File: src/rtl/pic_pkg.sv
// ============================================================================
//  Module      : pic_pkg
//  Description : Shared types and constants for the PIC acknowledge path.
//  Revision    : 1.0  initial release
// ============================================================================
`default_nettype none

package pic_pkg;

  localparam int IR_W = 8;
  localparam int ID_W = 3;

  localparam logic [ID_W-1:0] SPURIOUS_LVL_C = 3'd7;

  typedef enum logic [1:0] {
    IDLE = 2'd0,
    P1   = 2'd1,
    GAP  = 2'd2,
    P2   = 2'd3
  } inta_state_t;

  // Vector byte is a plain concatenation of the ICW2 base and the IR level.
  function automatic logic [IR_W-1:0] make_vector(
    input logic [IR_W-ID_W-1:0] base,
    input logic [ID_W-1:0]      lvl
  );
    return {base, lvl};
  endfunction

endpackage

`default_nettype wire

File: src/rtl/inta_edge_sync.sv
// ============================================================================
//  Module      : inta_edge_sync
//  Description : INTA_N synchronizer with single-cycle fall/rise pulses.
//  Revision    : 1.0  initial release
// ============================================================================
`default_nettype none

module inta_edge_sync #(
  parameter int SYNC_STAGES = 2
) (
  input  logic clk,
  input  logic rst_n,
  input  logic inta_n,
  output logic fall,
  output logic rise
);

  // Strobe idles high, so every stage resets to 1 to avoid a false edge.
  logic [SYNC_STAGES-1:0] sync_q;
  logic                   prev_q;

  always_ff @(posedge clk or negedge rst_n) begin
    if (!rst_n) begin
      sync_q <= '1;
      prev_q <= 1'b1;
    end else begin
      sync_q <= {sync_q[SYNC_STAGES-2:0], inta_n};
      prev_q <= sync_q[SYNC_STAGES-1];
    end
  end

  assign fall = prev_q & ~sync_q[SYNC_STAGES-1];
  assign rise = ~prev_q & sync_q[SYNC_STAGES-1];

endmodule

`default_nettype wire

File: src/rtl/cascade_inta_sequencer.sv
// ============================================================================
//  Module      : cascade_inta_sequencer
//  Description : Sequences the two-pulse INTA cycle over the cascade bus.
//  Revision    : 1.0  initial release
// ============================================================================
`default_nettype none

module cascade_inta_sequencer
  import pic_pkg::*;
#(
  parameter int              SYNC_STAGES  = 2,
  parameter logic [ID_W-1:0] SPURIOUS_LVL = SPURIOUS_LVL_C
) (
  input  logic                 clk,
  input  logic                 rst_n,
  input  logic                 spen,
  input  logic [IR_W-1:0]      slave_map,
  input  logic [ID_W-1:0]      slave_id,
  input  logic [IR_W-ID_W-1:0] vec_base,
  input  logic                 int_req,
  input  logic [ID_W-1:0]      int_level,
  input  logic                 inta_n,
  input  logic [ID_W-1:0]      cas_in,
  output logic [ID_W-1:0]      cas_out,
  output logic                 cas_oe,
  output logic [IR_W-1:0]      data_out,
  output logic                 data_oe,
  output logic                 intr,
  output logic                 isr_set,
  output logic [ID_W-1:0]      isr_lvl
);

  logic fall;
  logic rise;

  inta_edge_sync #(
    .SYNC_STAGES (SYNC_STAGES)
  ) u_edge_sync (
    .clk    (clk),
    .rst_n  (rst_n),
    .inta_n (inta_n),
    .fall   (fall),
    .rise   (rise)
  );

  inta_state_t     state;
  logic            mode_q;
  logic            spur_q;
  logic            casc_q;
  logic            sel_q;
  logic [ID_W-1:0] lvl_q;

  logic [ID_W-1:0] lvl_in;
  logic            casc_in;
  logic            sel_in;
  logic [IR_W-1:0] vector;

  assign lvl_in  = int_req ? int_level : SPURIOUS_LVL;
  assign casc_in = spen & int_req & slave_map[lvl_in];
  assign sel_in  = (cas_in == slave_id);
  assign vector  = make_vector(vec_base, lvl_q);

  assign intr = int_req && (state == IDLE);

  always_ff @(posedge clk or negedge rst_n) begin
    if (!rst_n) begin
      state    <= IDLE;
      mode_q   <= 1'b0;
      spur_q   <= 1'b0;
      casc_q   <= 1'b0;
      sel_q    <= 1'b0;
      lvl_q    <= '0;
      cas_out  <= '0;
      cas_oe   <= 1'b0;
      data_out <= '0;
      data_oe  <= 1'b0;
      isr_set  <= 1'b0;
      isr_lvl  <= '0;
    end else begin
      isr_set <= 1'b0;
      case (state)
        IDLE: begin
          if (fall) begin
            state   <= P1;
            mode_q  <= spen;
            lvl_q   <= lvl_in;
            spur_q  <= ~int_req;
            casc_q  <= casc_in;
            sel_q   <= 1'b0;
            cas_oe  <= casc_in;
            cas_out <= casc_in ? lvl_in : '0;
            // The master owns the ISR update on the first pulse.
            if (spen && int_req) begin
              isr_set <= 1'b1;
              isr_lvl <= lvl_in;
            end
          end
        end
        P1: begin
          if (rise) begin
            state <= GAP;
          end
        end
        GAP: begin
          if (fall) begin
            state <= P2;
            if (mode_q) begin
              data_oe  <= ~casc_q;
              data_out <= casc_q ? '0 : vector;
            end else begin
              // CAS is sampled exactly once, here; later bus activity is ignored.
              sel_q    <= sel_in;
              data_oe  <= sel_in;
              data_out <= sel_in ? vector : '0;
              if (sel_in && !spur_q) begin
                isr_set <= 1'b1;
                isr_lvl <= lvl_q;
              end
            end
          end
        end
        P2: begin
          if (rise) begin
            state    <= IDLE;
            data_oe  <= 1'b0;
            data_out <= '0;
            cas_oe   <= 1'b0;
            cas_out  <= '0;
          end else begin
            data_oe <= mode_q ? ~casc_q : sel_q;
          end
        end
        default: state <= IDLE;
      endcase
    end
  end

endmodule

`default_nettype wire

File: config.mk
export PLATFORM = sky130hd
export DESIGN_NAME = cascade_inta_sequencer
export DESIGN_NICKNAME = d
export VERILOG_FILES = /design/src/rtl/pic_pkg.sv /design/src/rtl/inta_edge_sync.sv /design/src/rtl/cascade_inta_sequencer.sv
export SDC_FILE = /design/constraint.sdc
export NUM_CORES = 1
export LEC_CHECK = 0
export BUFFER_PORTS_ARGS = -buffer_cell sky130_fd_sc_hd__clkbuf_2
export CORE_ASPECT_RATIO = 1.75
export CORE_MARGIN = 2
export CORE_UTILIZATION = 35
export DETAILED_ROUTE_END_ITERATION = 12
export GPL_ROUTABILITY_DRIVEN = 0
export SLEW_MARGIN = 10
export SYNTH_ARGS = -nofsm -noshare
export SYNTH_HDL_FRONTEND = slang
export SYNTH_HIERARCHICAL = 1
export SYNTH_SLANG_ARGS = --single-unit
File: constraint.sdc
create_clock -name clk -period 1.7 [get_ports clk]
set_input_delay 0.17 -clock clk [delete_from_list [all_inputs] [get_ports clk]]
set_output_delay 0.17 -clock clk [all_outputs]
set_load 0.01 [all_outputs]
==> results of run 1 <==
-- logic make-up (layout without fill, tap and decap cells) --
family / after synthesis / count (layout)
adders and majority gates: 5 / 5
and+or+nand+nor: 54 / 54
AOI/OAI and AO/OA: 35 / 35
DFF: 29 / 29
muxes: 6 / 6
buffers and inverters: 10 / 75
xor gates and xnor gates: 3 / 3
-- final cells by class --
type	count	area (um2)	share of cell area [%]
multi-input combinational	103	781	38.3
sequential	29	731	35.9
timing repair buffer	61	353	17.3
clock buffer	7	86.3	4.24
tap	49	61.3	3.01
inverter	7	26.3	1.29
-- flip-flops by register name (all words and copies together), names as in the netlist --
name	count
lvl_q	3
cas_oe	1
isr_lvl	3
spur_q	1
mode_q	1
casc_q	1
data_oe	1
state	2
cas_out	3
u_edge_sync/prev_q	1
sel_q	1
isr_set	1
data_out	8
u_edge_sync/sync_q	2
-- cells in the mapped netlist (all sizes together) --
cell,instances
nor3,1
a221o,1
o32ai,1
a22o,8
nand2,18
and2b,2
o311ai,1
ha,5
a21oi,2
o211ai,4
a211oi,2
nor2b,4
o21ai,12
buf,3
nand4b,3
dfrtp,26
nand3b,2
a211o,1
a221oi,1
inv,7
nor2,8
nand2b,6
or2,1
o31ai,1
o22ai,1
and2,3
nand4,4
nand3,1
nor3b,1
dfstp,3
mux2,6
xnor2,3
-- metrics by stage --
step / setup slack (ns) / TNS [ns] / area, um2 / cells
after CTS: -0.104 / -0.329 / 1990 / 254
final: -0.0659 / -0.192 / 2040 / 256
after floorplan: 0.0319 / 0 / 1490 / 142
after global placement: -0.0167 / -0.0493 / 1840 / 243
after global routing: -0.131 / -0.611 / 2040 / 256
after detailed placement: -0.115 / -0.384 / 1840 / 243
-- worst paths after layout --
path | start | end | cells after the start
hold reg to reg | u_edge_sync/sync_q[0]$_DFF_PN1_ | u_edge_sync/sync_q[1]$_DFF_PN1_ | 0
min in group asynchronous | rst_n | state[0]$_DFFE_PN0P_ | 2
setup / recovery | state[1]$_DFFE_PN0P_ | isr_lvl[1]$_DFFE_PN0P_ | 5
max in group asynchronous | rst_n | state[1]$_DFFE_PN0P_ | 2
setup reg to reg | state[1]$_DFFE_PN0P_ | isr_lvl[1]$_DFFE_PN0P_ | 5
hold / removal | vec_base[1] | data_out[4]$_DFFE_PN0P_ | 2
-- cells in the final DEF (no fill, tap or decap), types with 2 or more instances in the layout --
master                          netlist  final
sky130_fd_sc_hd__clkbuf_2             0     44
sky130_fd_sc_hd__dfrtp_1             26     25
sky130_fd_sc_hd__nand2_1             18     17
sky130_fd_sc_hd__buf_4                0     15
sky130_fd_sc_hd__o21ai_0             11     11
sky130_fd_sc_hd__a22o_1               8      8
sky130_fd_sc_hd__inv_1                7      6
sky130_fd_sc_hd__nand2b_1             6      6
sky130_fd_sc_hd__clkbuf_8             0      6
sky130_fd_sc_hd__nor2_1               8      5
sky130_fd_sc_hd__nand4_1              4      4
sky130_fd_sc_hd__nor2b_1              4      4
sky130_fd_sc_hd__o211ai_1             4      4
sky130_fd_sc_hd__xnor2_1              3      3
sky130_fd_sc_hd__mux2_4               0      3
sky130_fd_sc_hd__nand4b_1             3      3
sky130_fd_sc_hd__nor2_2               0      3
sky130_fd_sc_hd__mux2_2               3      3
sky130_fd_sc_hd__ha_1                 5      3
sky130_fd_sc_hd__dfstp_2              3      3
sky130_fd_sc_hd__and2_1               3      2
sky130_fd_sc_hd__a21oi_1              2      2
sky130_fd_sc_hd__nand3b_1             2      2
sky130_fd_sc_hd__ha_4                 0      2
sky130_fd_sc_hd__dlygate4sd3_1        0      2
-- layer usage --
layer / part of all wire, % / global-route usage [%] / vias up
met3: 4.8 / 3.99 / 9
met4: 4.0 / 11.3 / 0
met2: 52 / 29.2 / 54
met1: 39 / 17.9 / 648
li1: - / - / 637
met5: 0 / 0 / -
-- what timing repair did --
item	4_1_cts	5_1_grt
endpoints found under the setup margin	7	18
hold buffers	2	0
resized for setup	6	9
gates cloned	0	0
setup buffers	2	2
pin swaps	2	4
endpoints found under the hold margin	27	0
-- report_power, final --
group	internal, mW	switching, mW	leakage [nW]
combinational	0.668	0.662	0.562
sequential	0.925	0.174	0.365
clock	0.320	0.244	0.0443
total	1.91	1.08	0.971
==> summary by stage, run 1 <==
Global route
The initial antenna violation count is 0. The total track usage is 17.2%. The first global-routing pass estimated 6000 um of wire. Entering global routing, the biggest net connects 30 pins. The number of global-route vias before repair is 1376. The remaining global-route overflow is 0.

Floorplan
The floorplan core area is 4110 um2. From bottom edge to top edge, the die measures 90.0 um. The number of placed I/O pins is 45. The initial standard-cell utilization of the core is 36.0%. The floorplan step defined a die boundary enclosing 4790 um2. The site row count is 31. The floorplan die width is 53.2 um.

Placed design
The HPWL after detailed placement is 2700 um. In this run the tool buffered the top-level ports with 44 buffer cells.

Critical path
The setup slack of the most critical reg-to-reg path is -0.07 ns. The worst-path maximum fanout is 4. The critical path in this run is classified as reg -> reg.

STA classifies the critical path startpoint as a flop. At the worst endpoint, the arrival time is 1.93 ns. In this design, the largest share of critical-path delay is due to flip-flops. The critical path goes through ha_4 -> buf_4 -> nand2b_1 -> a221oi_4 -> mux2_4. For the worst setup path, the data required time is 1.86 ns. The count of buffering cells on the critical path with inverters included is 1. For this run, the slowest stage of the critical path takes 0.44 ns. The slowest cell on the critical path is sky130_fd_sc_hd__dfrtp_2. STA classifies the critical path endpoint as a flop.

Route
After detailed routing, the number of vias per cell comes to 5.27. The count of antenna-violating nets left after detailed routing is 0. The overall routed net length is 3620 um. The total iterations of the first detailed-routing run is 4. For this run, design rule violations remaining after detail routing come to 0. Summing over every cut layer, the via total after detailed routing is 1348.

The detailed router finished its first iteration with 38 violations. In the final routed layout, each cell accounts on average for 14.1 um.

Power
The post-layout total power is 2.99 mW. The worst ir drop on vdd is 0.870 mV. Power spread over the standard cell area amounts to 1470 nW/um2. The total leakage power is 0.971 nW.

Min path
The path class of the tightest hold or removal check is in -> reg.

Synth
The mapped cell area is 1480 um2. Summing the areas of all fa, ha and maj instances in the mapped netlist gives 4.23% of the synthesized area. The cell count after synthesis came out at 142. The synthesized design devotes to its leading area cell type 44.0% of total area.

The biggest area contributor in the post-synthesis netlist is sky130_fd_sc_hd__dfrtp_1. Of the total synthesized cell area, the portion taken by AND, OR, NAND and NOR gates is 19.6%. Sequential elements use 49.3% of the synthesized area. In this run, distinct cell masters in the synthesized netlist total 36.

The synthesized netlist devotes 17.8% of its cell area to compound gates. The xor-xnor portion of the synthesized cell area is 1.78%. The flip-flop and latch count after synthesis is 29. The portion of netlist area occupied by mux cells is 4.56%. The mean instance size in the synthesized netlist is 10.4 um2. The number of nets in the synthesized netlist is 174. The largest family of logic cells by synthesized area is simple AND/OR/NAND/NOR gates.

By area the synthesized netlist is led by sky130_fd_sc_hd__dfrtp_1 (44%), sky130_fd_sc_hd__dfstp_2 (5.3%), sky130_fd_sc_hd__a22o_1 (4.7%). The number of warnings reported in the yosys synthesis log is 6.

STA
The worst hold margin is 0.125 ns. The top achievable clock speed is 0.566 GHz. The number of max-slew violations in the final report is 0. Setup repair after global routing could not meet its margin everywhere. The worst path setup slack after routing is -0.0659 ns.

In this run the tightest slew margin relative to its limit is 52.1%. The slew at the pin closest to its max-slew limit is 0.718 ns. The setup clock skew after layout is 0.00673 ns. The count of endpoints failing hold in the final timing report is 0. Setup violations remaining at the end of the flow were counted as 3. The part of the cycle the worst path needs is 104%. The smallest clock period supported by the final layout is computed as 1.77 ns.

Clocking
In this run the deepest clock path goes through 2 buffers. The clock insertion delay at the later pin of the skew report is 0.28 ns. TritonCTS created 5 clock buffers. The H-tree depth is 2. CTS saw 29 sinks.

The clock-pin slew of the registers on the worst-case setup and hold paths is 0.06 ns. TritonCTS built the clock tree. The root cell of the clock tree is sky130_fd_sc_hd__clkbuf_8.

Final layout
In the final layout, the share of cells above drive strength 1 is 43.5%. The repair_antennas step left the layout with diodes totalling 0. Relative to the synthesized area, the layout overhead comes to 37.7%.

The filler cells instantiated in the layout total 398. The final-stage net count is 239. For this run, the share of the core covered by cells in the final layout is 49.6%.

Status
The flow ran to the end, but the final reports show violations. The final reports fail on setup timing.

Flow run
Across the run, the number of max-cap violations was 0.
Power figures use the tool's default switching activity.
==> run 2: changes to the inputs <==
- clock period: 1.7 -> 1.4 ns (I/O delays scaled with it)
==> run 2 against run 1 <==
Against the previous run:
- the run still ends with setup timing left
- first-iteration DRC count down 42%
- design area is 14% higher
- highest routed layer unchanged
- global-route usage grew 1.8 points
- largest cell class unchanged
- utilization up 7.1 points
- sequential share of layout area decreased by 4.5 points
- cell count rose by 6.6%
- sequential power increased by 21%
- routed wire length up 14%
- clock skew decreased by 0.0037 ns
==> summary by stage, run 2 (same netlist as run 1, synthesis figures left out) <==
STA
The setup clock skew after layout is 0.00307 ns. Final hold analysis gives a worst-case slack of 0.0871 ns. The smallest clock period supported by the final layout is computed as 1.79 ns. Setup violations remaining at the end of the flow were counted as 27. The count of endpoints failing hold in the final timing report came to 0.

The slew at the pin closest to its max-slew limit is 0.456 ns. The worst relative slew slack is 69.3%. Setup repair after global routing could not meet its margin everywhere. Derived from the worst setup path, the maximum achievable clock frequency is 0.557 GHz. The number of max-slew violations in the final report is 0. The worst path setup slack after routing is -0.394 ns. The part of the cycle the worst path needs is 128%.

Critical path
The biggest cell delay along the critical path is 0.39 ns. The worst-path maximum fanout is 3. The family of cells with the greatest summed delay on the critical path is flip-flops.

The worst setup path is of the reg -> reg kind. The worst setup path is captured at a flop. Traced cell by cell, the critical path runs through inv_2 -> ha_4 -> nor3b_4 -> nand4_1 -> a221oi_4 -> mux2_1. On the critical path, the stage with the largest delay is an instance of sky130_fd_sc_hd__dfrtp_1. For the worst setup path, the data required time is 1.56 ns. The worst setup path is launched from a flop. The critical path depth is 6. The signal arrival time at the worst endpoint is 1.96 ns. In this run the register-to-register setup slack is -0.39 ns. The count of buffering cells on the critical path with inverters included is 1. For the worst flop-to-flop path, the logic depth is 6.

Clocking
The H-tree depth is 2. The clock-pin slew of the registers on the worst-case setup and hold paths is 0.07 ns. The number of clock buffers added by TritonCTS is 5. In this run the deepest clock path goes through 2 buffers. TritonCTS built the clock tree. The total number of clock tree sinks is 29. Clock tree synthesis selected as its root buffer the cell sky130_fd_sc_hd__clkbuf_8. The clock insertion delay at the later pin of the skew report is 0.28 ns.

Final layout
From synthesis to final layout, the design area changed by 57.3%. The count of filler cells inserted in the layout is 360. For this run, the post-layout net count is 255.

The register with the highest flop count is data_out. The number of antenna diodes in the final layout is 0. Summing all flip-flop and latch instances after layout gives 731 um2.

Once layout is done, the placed cells without fillers occupy 2330 um2. Cells with a size suffix above 1 make up 54.0% of the layout. In the layout the commonest cells are sky130_fd_sc_hd__clkbuf_2 (43), sky130_fd_sc_hd__dfrtp_1 (25), sky130_fd_sc_hd__buf_4 (19). The library cell used most frequently in the layout, excluding fill and tap cells, is sky130_fd_sc_hd__clkbuf_2. In the final layout, the multi-input gates occupy 896 um2. The post-layout utilization of the core is 56.6%. The flip-flop count of the largest register, all copies and words added is 8.

Power
The worst ir drop on vdd is 1.19 mV. In this run the power density over the cells is 1830 nW/um2. Power comes to 4.26 mW.

The total leakage power is 1.10 nW.

Route
Before antenna repair, the detailed router went through 4 iterations. After the first detailed-routing iteration, the DRC count stood at 22. The routed via count is 1385. The ratio of routed vias to standard cells is 5.07.

The overall routed net length is 4110 um. After detailed routing, the average wire length per cell comes to 15.0 um. The count of antenna-violating nets left after detailed routing is 0. In the routed design, unresolved DRC markers number 0.

Status
The run finished, with violations left. The final reports fail on setup timing.

Global route
The number of global-route vias before repair is 1530. The first global-routing pass estimated 6820 um of wire. Global routing used 19.0% of the available tracks across all layers.

The initial antenna violation count is 0. The total overflow left after global routing is 0. Entering global routing, the biggest net connects 30 pins.

Placed design
Port buffering added 44 buffers. Detailed placement finished with a half-perimeter wire length of 2850 um. The worst slack at placement is -0.448 ns.

The standard cell area after detailed placement is 1910 um2.

Floorplan
The initial standard-cell utilization of the core is 36.0%. The number of placed I/O pins is 45. The region available for standard cell placement spans 4110 um2. The overall die area is 4790 um2. The floorplan die width is 53.2 um. The site row count is 31.

The die is 90.0 um tall.

Min path
The worst hold path class is in -> reg. The cell depth of the worst min-delay path is 2.

Flow run
The number of maximum-capacitance constraint violations is 0.
## run 2: cell types whose count changed in the layout (fill, tap and decap cells not counted), moves of 3 or more
cell	previous run	this run
sky130_fd_sc_hd__buf_4	15	19
sky130_fd_sc_hd__buf_6	0	12
sky130_fd_sc_hd__mux2_1	0	3
sky130_fd_sc_hd__o21ai_0	11	6
sky130_fd_sc_hd__o21ai_1	1	4
## run 2: area by class of cell
type,count,area share (%)
clock buffer,5,2.96
clock inverter,3,0.752
inverter,7,1.13
multi-input combinational,103,38.5
sequential,29,31.4
tap,49,2.63
timing repair buffer,77,22.7
## run 2: path summary, 6_finish.rpt
check                                                 from                               to
setup / recovery                      state[0]$_DFFE_PN0P_           isr_lvl[2]$_DFFE_PN0P_
hold / removal                                 vec_base[2]          data_out[5]$_DFFE_PN0P_
setup reg to reg                      state[0]$_DFFE_PN0P_           isr_lvl[2]$_DFFE_PN0P_
hold reg to reg            u_edge_sync/sync_q[0]$_DFF_PN1_  u_edge_sync/sync_q[1]$_DFF_PN1_
max in group asynchronous                            rst_n  u_edge_sync/sync_q[1]$_DFF_PN1_
min in group asynchronous                            rst_n                isr_set$_DFF_PN0_
## run 2: per-layer routing
metal | global-route usage, % | share of wire (%)
met5 | 0 | 0
met4 | 8.55 | 2.8
met3 | 4.15 | 3.9
met2 | 34.5 | 56
met1 | 19.4 | 37
## run 2: through the flow
| stage | setup TNS (ns) | std cells |
|---|---|---|
| finish | -4.79 | 273 |
| global route | -6.66 | 273 |
| CTS | -3.95 | 269 |
| detailed placement | -5.95 | 251 |
| global placement | -4.43 | 251 |
| floorplan | -1.38 | 142 |
## run 2: power breakdown
| group | switching, mW | leakage (nW) | internal (mW) |
|---|---|---|---|
| logic | 1.07 | 0.696 | 1.18 |
| registers | 0.208 | 0.365 | 1.12 |
| clock network | 0.336 | 0.0439 | 0.342 |
| total | 1.62 | 1.10 | 2.64 |
## run 2: timing repair
action	CTS	global route
hold endpoints to repair	27	0
buffers inserted	8	3
resized for setup	30	28
cloned	1	1
endpoints found under the setup margin	27	27
pin swaps	12	3
hold buffers	2	0
